==> config.mk <==
export PLATFORM = sky130hd
export DESIGN_NAME = dct_row_loader_flat
export DESIGN_NICKNAME = d
export VERILOG_FILES = /design/src/rtl/dct_pkg.sv /design/src/rtl/dct_row_loader_if.sv /design/src/rtl/dct_row_loader_int_to_fp32.sv /design/src/rtl/dct_row_loader.sv /design/src/flat_wrapper.sv
export SDC_FILE = /design/constraint.sdc
export NUM_CORES = 1
export LEC_CHECK = 0
export BUFFER_PORTS_ARGS = -buffer_cell sky130_fd_sc_hd__buf_2
export CORE_ASPECT_RATIO = 1.5
export CORE_MARGIN = 2
export CORE_UTILIZATION = 65
export DETAILED_ROUTE_END_ITERATION = 16
export PLACE_DENSITY = 0.87
export SYNTH_ARGS = -nofsm -noshare
export SYNTH_HDL_FRONTEND = slang
export SYNTH_HIERARCHICAL = 1
export SYNTH_SLANG_ARGS = --single-unit
==> constraint.sdc <==
create_clock -name clk -period 2.7 [get_ports clk]
set_input_delay 0.54 -clock clk [delete_from_list [all_inputs] [get_ports clk]]
set_output_delay 0.54 -clock clk [all_outputs]
set_load 0.02 [all_outputs]
==> src/rtl/dct_pkg.sv <==
// Shared constants and types for the DCT datapath: row geometry and the
// IEEE-754 single-precision field layout used by every stage.
package dct_pkg;

  localparam int ROW_LEN   = 8;

  localparam int FP32_W    = 32;
  localparam int FP32_BIAS = 127;
  localparam logic [FP32_W-1:0] FP32_ZERO = 32'h0;

  // Field slices of a float32 word.
  localparam int FP32_SIGN_BIT = 31;
  localparam int FP32_EXP_MSB  = 30;
  localparam int FP32_EXP_LSB  = 23;
  localparam int FP32_MAN_MSB  = 22;
  localparam int FP32_MAN_LSB  = 0;
  localparam int FP32_EXP_W    = FP32_EXP_MSB - FP32_EXP_LSB + 1;
  localparam int FP32_MAN_W    = FP32_MAN_MSB - FP32_MAN_LSB + 1;

  typedef struct packed {
    logic                  sign;
    logic [FP32_EXP_W-1:0] exp;
    logic [FP32_MAN_W-1:0] man;
  } fp32_t;

endpackage

==> src/rtl/dct_row_loader_if.sv <==
// Pixel-in / row-out bus of the DCT row loader. The master side feeds pixels
// and consumes rows; the slave side is the loader itself.
interface dct_row_loader_if #(
  parameter int PIX_W = 8
);
  import dct_pkg::*;

  logic              pix_valid;
  logic [PIX_W-1:0]  pix_data;
  logic              pix_ready;
  logic              row_valid;
  logic              row_ready;
  logic [FP32_W-1:0] D0, D1, D2, D3, D4, D5, D6, D7;

  modport master (
    output pix_valid, pix_data, row_ready,
    input  pix_ready, row_valid, D0, D1, D2, D3, D4, D5, D6, D7
  );

  modport slave (
    input  pix_valid, pix_data, row_ready,
    output pix_ready, row_valid, D0, D1, D2, D3, D4, D5, D6, D7
  );

endinterface

==> src/rtl/dct_row_loader_int_to_fp32.sv <==
// Combinational signed-integer to float32 converter. Inputs are narrow
// enough (<= 24 significant bits) that the result is always exact.
module int_to_fp32
  import dct_pkg::*;
#(
  parameter int IN_W = 9
) (
  input  logic signed [IN_W-1:0]   val_i,
  output logic        [FP32_W-1:0] fp_o
);

  localparam int PW = $clog2(IN_W);

  logic [IN_W-1:0] mag;
  logic [PW-1:0]   msb_pos;
  fp32_t           fp;

  // Magnitude, leading-one position and left-justified mantissa.
  always_comb begin
    // NOTE: every combinational output gets a default first so no path
    // through the block leaves it unassigned (which would infer a latch).
    mag     = val_i[IN_W-1] ? $unsigned(-val_i) : $unsigned(val_i);
    msb_pos = '0;
    for (int i = 0; i < IN_W; i++) begin
      if (mag[i]) msb_pos = PW'(i);
    end
    fp.sign = val_i[IN_W-1];
    fp.exp  = FP32_EXP_W'(FP32_BIAS) + FP32_EXP_W'(msb_pos);
    // Shifting the magnitude right by its MSB index drops the hidden one
    // just above the mantissa field, leaving the lower bits left-justified.
    fp.man  = FP32_MAN_W'({mag, {FP32_MAN_W{1'b0}}} >> msb_pos);
    fp_o    = (mag == '0) ? FP32_ZERO : fp;
  end

endmodule

==> src/rtl/dct_row_loader.sv <==
// DCT row loader: collects ROW_LEN serial pixels, level-shifts and converts
// each to float32, and presents a full row in parallel. Two row banks
// ping-pong so one row fills while the other waits for the consumer.
module dct_row_loader
  import dct_pkg::*;
#(
  parameter int PIX_W       = 8,
  parameter int LEVEL_SHIFT = 128
) (
  input logic             clk,
  input logic             reset,
  dct_row_loader_if.slave bus
);

  localparam int IN_W  = PIX_W + 1;
  localparam int IDX_W = $clog2(ROW_LEN);

  logic [FP32_W-1:0] bank_q [2][ROW_LEN];
  logic [1:0]        full_q, full_d;
  logic [IDX_W-1:0]  wr_idx_q, wr_idx_d;
  logic              wr_bank_q, wr_bank_d;
  logic              rd_bank_q, rd_bank_d;

  logic signed [IN_W-1:0] shifted;
  logic [FP32_W-1:0]      conv;
  logic                   accept;
  logic                   drain;
  logic                   last_col;

  // Ready depends only on registered state, never on row_ready.
  assign bus.pix_ready = reset & ~full_q[wr_bank_q];
  assign accept        = bus.pix_valid & bus.pix_ready;
  assign drain         = full_q[rd_bank_q] & bus.row_ready;
  assign last_col      = (wr_idx_q == IDX_W'(ROW_LEN - 1));

  // Level shift in PIX_W+1 signed bits; modular arithmetic keeps it exact
  // even when LEVEL_SHIFT equals 2^PIX_W.
  assign shifted = $signed({1'b0, bus.pix_data}) - $signed(IN_W'(LEVEL_SHIFT));

  int_to_fp32 #(.IN_W(IN_W)) u_conv (
    .val_i (shifted),
    .fp_o  (conv)
  );

  // Next-state logic for pointers and bank-full flags. Filling and draining
  // always touch different banks, so both updates can apply together.
  always_comb begin
    full_d    = full_q;
    wr_idx_d  = wr_idx_q;
    wr_bank_d = wr_bank_q;
    rd_bank_d = rd_bank_q;
    if (accept) begin
      if (last_col) begin
        wr_idx_d          = '0;
        full_d[wr_bank_q] = 1'b1;
        wr_bank_d         = ~wr_bank_q;
      end else begin
        wr_idx_d = wr_idx_q + IDX_W'(1);
      end
    end
    if (drain) begin
      full_d[rd_bank_q] = 1'b0;
      rd_bank_d         = ~rd_bank_q;
    end
  end

  // Control state register.
  always_ff @(posedge clk or negedge reset) begin
    // NOTE: sequential state uses non-blocking assignments so every flop
    // samples pre-edge values regardless of block evaluation order.
    if (!reset) begin
      full_q    <= '0;
      wr_idx_q  <= '0;
      wr_bank_q <= 1'b0;
      rd_bank_q <= 1'b0;
    end else begin
      full_q    <= full_d;
      wr_idx_q  <= wr_idx_d;
      wr_bank_q <= wr_bank_d;
      rd_bank_q <= rd_bank_d;
    end
  end

  // Row storage: converted pixel written into the filling bank on accept.
  always_ff @(posedge clk or negedge reset) begin
    // NOTE: the banks are reset because they drive D0..D7 directly and the
    // outputs must read zero, not X, straight out of reset.
    if (!reset) begin
      for (int b = 0; b < 2; b++) begin
        for (int k = 0; k < ROW_LEN; k++) begin
          bank_q[b][k] <= FP32_ZERO;
        end
      end
    end else if (accept) begin
      bank_q[wr_bank_q][wr_idx_q] <= conv;
    end
  end

  assign bus.row_valid = full_q[rd_bank_q];
  assign bus.D0 = bank_q[rd_bank_q][0];
  assign bus.D1 = bank_q[rd_bank_q][1];
  assign bus.D2 = bank_q[rd_bank_q][2];
  assign bus.D3 = bank_q[rd_bank_q][3];
  assign bus.D4 = bank_q[rd_bank_q][4];
  assign bus.D5 = bank_q[rd_bank_q][5];
  assign bus.D6 = bank_q[rd_bank_q][6];
  assign bus.D7 = bank_q[rd_bank_q][7];

endmodule

==> src/flat_wrapper.sv <==
// flat-port wrapper written by rule: the top's interface ports become plain ports
module dct_row_loader_flat import dct_pkg::*;
#(
  parameter int PIX_W       = 8,
  parameter int LEVEL_SHIFT = 128
)
  (clk, reset, bus_pix_valid, bus_pix_data, bus_row_ready, bus_pix_ready, bus_row_valid, bus_D0, bus_D1, bus_D2, bus_D3, bus_D4, bus_D5, bus_D6, bus_D7);
  dct_row_loader_if #(.PIX_W(PIX_W)) bus_i ();
  input logic clk;
  input logic reset;
  input wire logic [$bits(bus_i.pix_valid)-1:0] bus_pix_valid;
  input wire logic [$bits(bus_i.pix_data)-1:0] bus_pix_data;
  input wire logic [$bits(bus_i.row_ready)-1:0] bus_row_ready;
  output wire logic [$bits(bus_i.pix_ready)-1:0] bus_pix_ready;
  output wire logic [$bits(bus_i.row_valid)-1:0] bus_row_valid;
  output wire logic [$bits(bus_i.D0)-1:0] bus_D0;
  output wire logic [$bits(bus_i.D1)-1:0] bus_D1;
  output wire logic [$bits(bus_i.D2)-1:0] bus_D2;
  output wire logic [$bits(bus_i.D3)-1:0] bus_D3;
  output wire logic [$bits(bus_i.D4)-1:0] bus_D4;
  output wire logic [$bits(bus_i.D5)-1:0] bus_D5;
  output wire logic [$bits(bus_i.D6)-1:0] bus_D6;
  output wire logic [$bits(bus_i.D7)-1:0] bus_D7;
  assign bus_i.pix_valid = bus_pix_valid;
  assign bus_i.pix_data = bus_pix_data;
  assign bus_i.row_ready = bus_row_ready;
  assign bus_pix_ready = bus_i.pix_ready;
  assign bus_row_valid = bus_i.row_valid;
  assign bus_D0 = bus_i.D0;
  assign bus_D1 = bus_i.D1;
  assign bus_D2 = bus_i.D2;
  assign bus_D3 = bus_i.D3;
  assign bus_D4 = bus_i.D4;
  assign bus_D5 = bus_i.D5;
  assign bus_D6 = bus_i.D6;
  assign bus_D7 = bus_i.D7;
  dct_row_loader #(.PIX_W(PIX_W), .LEVEL_SHIFT(LEVEL_SHIFT)) u_core (.clk(clk), .reset(reset), .bus(bus_i));
endmodule
Word-level counts from Yosys, hierarchy flattened --
Index checks and enable logic that the tools add are counted. W data, S select, Z words.
Operators by class: $add $sub $neg 4, multiply operators 0, div/mod/pow operators 0, $lt $le $gt $ge 9, eq/ne operators 1, shifts and indexed selects 1, muxes and demuxes 30, bitwise gates (word level) 12, reduce and logical (&&, ||, !) cells 6
Operator list (number):
- $mux W256 | 4
- $bwmux W512 | 1
- $demux W256 S1 | 1
- $demux W32 S3 | 1
- $mux W32 | 2
- $shr A32 B4 Y23 | 1
- $mux W4 | 7
- $logic_not A9 Y1 | 1
- $mux W9 | 1
- $neg A9 Y9 | 1
- $sub A8 B8 Y9 const B | 1
- $add A7 B4 Y8 const A | 1
- $mux W1 | 7
- $mux W2 | 3
- $ge A2 B2 Y1 const B | 2
- $ge A4 B4 Y1 const B | 1
- $logic_and A1 B1 Y1 | 4
- $lt A1 B2 Y1 const B | 2
- $lt A4 B1 Y1 const B | 1
- $not A1 Y2 | 2
- $not A3 Y4 | 1
- $add A3 B1 Y3 const B | 1
- $and A1 B1 Y1 | 3
- $eq A3 B3 Y1 const B | 1
- other kinds (9) | 13
Word-level totals: register bits 519, latch bits 0, memory bits (writable) 0, memory bits (read-only) 0, bits of input ports 12, output and inout bits 258, word-level logic and storage cells 83, memories 0

Logic depth before layout (Yosys ltp) --
depth after elaboration 14, gate-level depth with buffers 15

By module --
Netlist, hierarchy kept.
By module, submodules not included:
- dct_row_loader | instances 1, cells an instance 1451, area each 22643.0 sq um
- int_to_fp32 | instances 1, cells an instance 147, area each 1016.0 sq um

Worst setup path after synthesis --
No wires, ideal clock.
path kind input to register, start input port bus_pix_data[0], end register u_core/bank_q[186] in the netlist's numbering, data arrival time 3.390 ns, slack -0.755 ns, cell stages on the path 15, path through buf_2 inv_1 ha_1 nor4bb_1 a32o_1 or4_1 o31a_4 nor2_4 inv_2 nand2_1 nor2_1 ha_1 nor2_1 clkbuf_1 mux2_2
On the way: word-level cells in the longest chain between the ends 14, elaborated cells between the ends (all ways) 15, those cells by class add/sub: 3; mux: 11; reduce/logical: 1
Ends and longest elaborated chain:
- from (decl) | RTL line flat_wrapper.sv:12 | input wire logic [$bits(bus_i.pix_data)-1:0] bus_pix_data;
- $sub A8 B8 Y9 (*) | RTL line dct_row_loader.sv:38 | assign shifted = $signed({1'b0, bus.pix_data}) - $signed(IN_W'(LEVEL_SHIFT));
- $neg A9 Y9 | RTL line dct_row_loader_int_to_fp32.sv:22 | mag = val_i[IN_W-1] ? $unsigned(-val_i) : $unsigned(val_i);
- $mux W9 (*) | RTL line dct_row_loader_int_to_fp32.sv:22
- $mux W1 | RTL line dct_row_loader_int_to_fp32.sv:25 | if (mag[i]) msb_pos = PW'(i);
- $mux W4 (7 in series) | RTL line dct_row_loader_int_to_fp32.sv:25
- $add A7 B4 Y8 | RTL line dct_row_loader_int_to_fp32.sv:28 | fp.exp = FP32_EXP_W'(FP32_BIAS) + FP32_EXP_W'(msb_pos);
- $mux W32 (*) | RTL line dct_row_loader_int_to_fp32.sv:32 | fp_o = (mag == '0) ? FP32_ZERO : fp;
- named net u_core.conv[26] | RTL line dct_row_loader.sv:25 | logic [FP32_W-1:0] conv;
- $bwmux W512 (*) | RTL line dct_row_loader.sv:95 | bank_q[wr_bank_q][wr_idx_q] <= conv;
- to (signal, indexed assignment) | RTL line dct_row_loader.sv:95
- to (decl) | RTL line dct_row_loader.sv:18 | logic [FP32_W-1:0] bank_q [2][ROW_LEN];
The timed path passes the listed nets; every way through them passes the cells marked *. A chain may end at the register's enable or synchronous reset.

Worst setup path in the final report --
start register u_core.rd_bank_q, end output port bus_D1[29]
On the way: word-level cells in the longest chain between the ends 4
Ends and longest elaborated chain:
- from (decl) | RTL line dct_row_loader.sv:22 | logic rd_bank_q, rd_bank_d;
- from (signal assigned) | RTL line dct_row_loader.sv:80 | rd_bank_q <= rd_bank_d;
- $not A1 Y2 (not written as such) | RTL line dct_row_loader.sv:101 | assign bus.D1 = bank_q[rd_bank_q][1];
- $mux W256 (3 in series)
- to (decl) | RTL line flat_wrapper.sv:17 | output wire logic [$bits(bus_i.D1)-1:0] bus_D1;
Every way passes these cells. The select of a mux whose other input is x is not followed.

==> results by group <==
Run status
  • Status: complete, no violations

Clock tree
  • H-tree depth: 2
  • Clock Pin Slew Worst Setup and Hold Paths: 70 ps
  • Worst-case clock buffer depth: 3
  • CTS root buf: clkbuf_16
  • Clk sink count: 519
  • Skew-Pair Late Insertion Delay: 580 ps
  • CTS Buf Count: 46
  • CTS tree: yes

Floorplan
  • Top Ports: 270
  • Die Y: 237.7 um
  • Core area: 35840 sq um
  • Die X: 159.8 um
  • Die area: 37970 sq um
  • Row cnt: 85
  • Initial core utilization: 0.6601

Drt
  • WL met3: 2542 um
  • Vias post-DR: 14.41k
  • Metal2 WL: 31130 um
  • Antenna Nets Post-Route: 0
  • Metal-1 WL: 22430 um
  • Top routing layer used: met5
  • # DRC: 0
  • DRC violation total after the first TritonRoute iteration: 672
  • Via density: 5.971
  • Routed len/inst: 24.45 um
  • Drt first pass iters: 5
  • Final wirelength: 58990 um

Global routing
  • Total global routing overflow: 0
  • Vias in the first global route: 15.55k
  • Total track usage: 0.3071
  • Initial antenna violation count: 2
  • Wire length of the first global-routing pass: 89780 um
  • Largest net degree at the start of global routing: 197

Timing
  • Final period util: 0.9863
  • RSZ-0062 raised after global routing: true
  • Max-slew headroom: 0.2371
  • Setup violators final: 0
  • Actual slew at the worst max-slew pin: 1144 ps
  • Minimum clock period: 2663 ps
  • Final Hold Vio Count: 0
  • Slew Limit Fails: 0
  • Max Fclk: 375.5 MHz
  • Clk_skew: 24.63 ps

Finish
  • Layout Cells excl Fill: 2413
  • Finished Cell Area: 27980 sq um
  • Fill count: 2088
  • Antenna diode count: 0
  • Area Growth Syn to Fin: 18.25%
  • Final net count: 1917
  • Share of post-route cells with drive strength above 1: 0.6579

Place
  • Inst Count DP: 2316
  • Port buffer count: 269
  • RePlAce Congestion: 0.7947
  • DP Area: 25960 sq um
  • Hpwl dp: 37590 um

Critical path
  • CP Capture Type: output port
  • Family with the most delay on the worst path: buffers and inverters
  • CP required: 2160 ps
  • CP Class: reg -> out
  • Crit path cell chain: buf_12 > buf_4 > mux2_2 > buf_2
  • Worst path arrival time: 2120 ps
  • CP startpoint kind: flip-flop
  • CP bufs+invs: 3
  • Slowest-stage cell, CP: dfrtp_4
  • Max FO, Critical Path: 24
  • Slowest stage delay, CP: 520 ps

Yosys
  • Share of the synthesized area in the top cell type: 0.5489
  • Synthesized area per cell: 14.81 sq um
  • Cell Area, Synth: 23660 sq um
  • Post-synth EDFFs: 0
  • Synth warn: 6
  • Post-synthesis cell count: 1598
  • Synthesized flop and latch total: 519
  • Async set or reset register ratio after synthesis: 1.000
  • Top_reg_cell synth: dfrtp_1
  • Leading area contributor after synthesis: dfrtp_1
  • Netlist cell types: 66
  • Top post-synthesis cells by area: dfrtp_1 55%, mux2_2 35%, mux2_1 1.4%
  • Sequential area share after synthesis: 0.5489

Power
  • PwrDens: 1121 nW/um^2
  • Max VDD drop: 0.8069 mV
  • Leakage: 14.36 nW

Min path
  • Hold Path Class: in -> reg

Run
  • Max-cap violations: 0
==> cells by family (layout without fill, tap and decap cells) <==
group / Yosys count / count (layout) / share of synthesized area
XOR/XNOR: 8 / 8 / 0.003279
flip-flops: 519 / 519 / 0.5489
buffers and inverters: 148 / 469 / 0.03480
other: 1 / 15 / 0.0001585
multiplexers: 776 / 776 / 0.3691
AND/OR/NAND/NOR: 93 / 93 / 0.02475
AO/OA/AOI/OAI: 47 / 49 / 0.01576
adder cells (fa/ha/maj): 6 / 6 / 0.003173
==> worst paths after layout <==
path / startpoint / to / cells after the start / slack [ps]
max: u_core/rd_bank_q / bus_D1[29] / 4 / 40
min: bus_row_ready / u_core/full_q[1] / 2 / 190
max reg2reg: u_core/wr_idx_q[0] / u_core/bank_q[85] / 4 / 430
min reg2reg: u_core/bank_q[70] / u_core/bank_q[70] / 1 / 490
max in group asynchronous: reset / u_core/bank_q[220] / 4 / 340
min in group asynchronous: reset / u_core/wr_idx_q[2] / 2 / 470
==> timing repair <==
| action | in CTS | in global routing |
|---|---|---|
| resized for setup | 16 | 31 |
| endpoints found under the setup margin | 310 | 129 |
| hold buffers | 1 | 0 |
| pin swaps | 2 | 9 |
| cloned | 1 | 1 |
| hold endpoints to repair | 2 | 0 |
| buffers inserted | 3 | 7 |
==> per-stage QoR <==
| stage | util | setup TNS [ps] | hold WS, ps | power (W) | setup slack, ps |
|---|---|---|---|---|---|
| 2_1_floorplan | - | -37710 | 244.4 | 0.02010 | -342.5 |
| 3_3_place_gp | 0.7243 | -123100 | 335.9 | 0.02346 | -728.1 |
| 3_5_place_dp | 0.7243 | -138240 | 337.0 | 0.02404 | -836.3 |
| 4_1_cts | 0.7748 | -5.900 | 180.5 | 0.03141 | -5.900 |
| 5_1_grt | 0.7806 | -721.5 | 190.2 | 0.03269 | -54.28 |
| 6_report | 0.7806 | 0 | 192.9 | 0.03135 | 36.88 |
==> routing by layer <==
layer	vias to the layer above	track usage
li1	6299	-
met1	7562	0.3648
met4	4	0.1406
met2	381	0.5504
met3	161	0.04764
met5	-	0
==> synthesized netlist by cell type (3+ instances only) <==
library cell and instances:
mux2i_1 4, mux2_2 743, xnor2_1 4, nand2_1 17, o21ai_1 3, and3_1 4, o31ai_1 4, clkbuf_1 43
nor3_1 7, xor2_1 3, nor4_2 3, a31oi_1 3, a32o_1 3, nand2_2 4, buf_4 23, o21ai_0 7
a21oi_1 6, ha_1 6, mux2_1 29, buf_2 61, nor2_1 24, nand3_1 5, dfrtp_1 519, inv_1 5
buf_6 14
==> sequential cells by signal, indices dropped and copies added, names as in the netlist <==
name / cells
u_core/full_q: 2
u_core/rd_bank_q: 1
u_core/wr_idx_q: 3
u_core/wr_bank_q: 1
u_core/bank_q: 512
==> where the power goes <==
group	switching [W]	total, W	internal [W]
sequential	0.00153	0.0120	0.0105
combinational	0.00649	0.0122	0.00572
clock	0.00288	0.00713	0.00425
==> cell type report <==
| cell class | instances | area [sq um] | share of cell area |
|---|---|---|---|
| Clock buffer | 73 | 1444 | 0.05161 |
| Clock inverter | 11 | 224.0 | 0.008006 |
| Inverter | 7 | 35.03 | 0.001252 |
| Multi-Input combinational cell | 947 | 10280 | 0.3674 |
| Sequential cell | 519 | 12990 | 0.4644 |
| Tap cell | 478 | 598.1 | 0.02138 |
| Timing Repair Buffer | 378 | 2405 | 0.08596 |
==> cells in the final DEF, fill, tap and decap left out, types with 4 or more instances in the layout <==
cell | synthesis | layout
buf_12 | 0 | 15
buf_2 | 61 | 264
buf_4 | 23 | 89
buf_6 | 14 | 8
bufinv_16 | 0 | 6
clkbuf_1 | 43 | 9
clkbuf_16 | 0 | 47
clkbuf_8 | 0 | 17
conb_1 | 1 | 15
dfrtp_1 | 519 | 518
ha_1 | 6 | 4
mux2_1 | 29 | 26
mux2_2 | 743 | 738
mux2_4 | 0 | 8
mux2i_1 | 4 | 4
nand2_1 | 17 | 10
nand2_2 | 4 | 11
nand3_1 | 5 | 5
nor2_1 | 24 | 17
nor2_4 | 1 | 7
nor3_1 | 7 | 5
o21ai_0 | 7 | 7
xnor2_1 | 4 | 4
(Power assumes the default switching activity.)
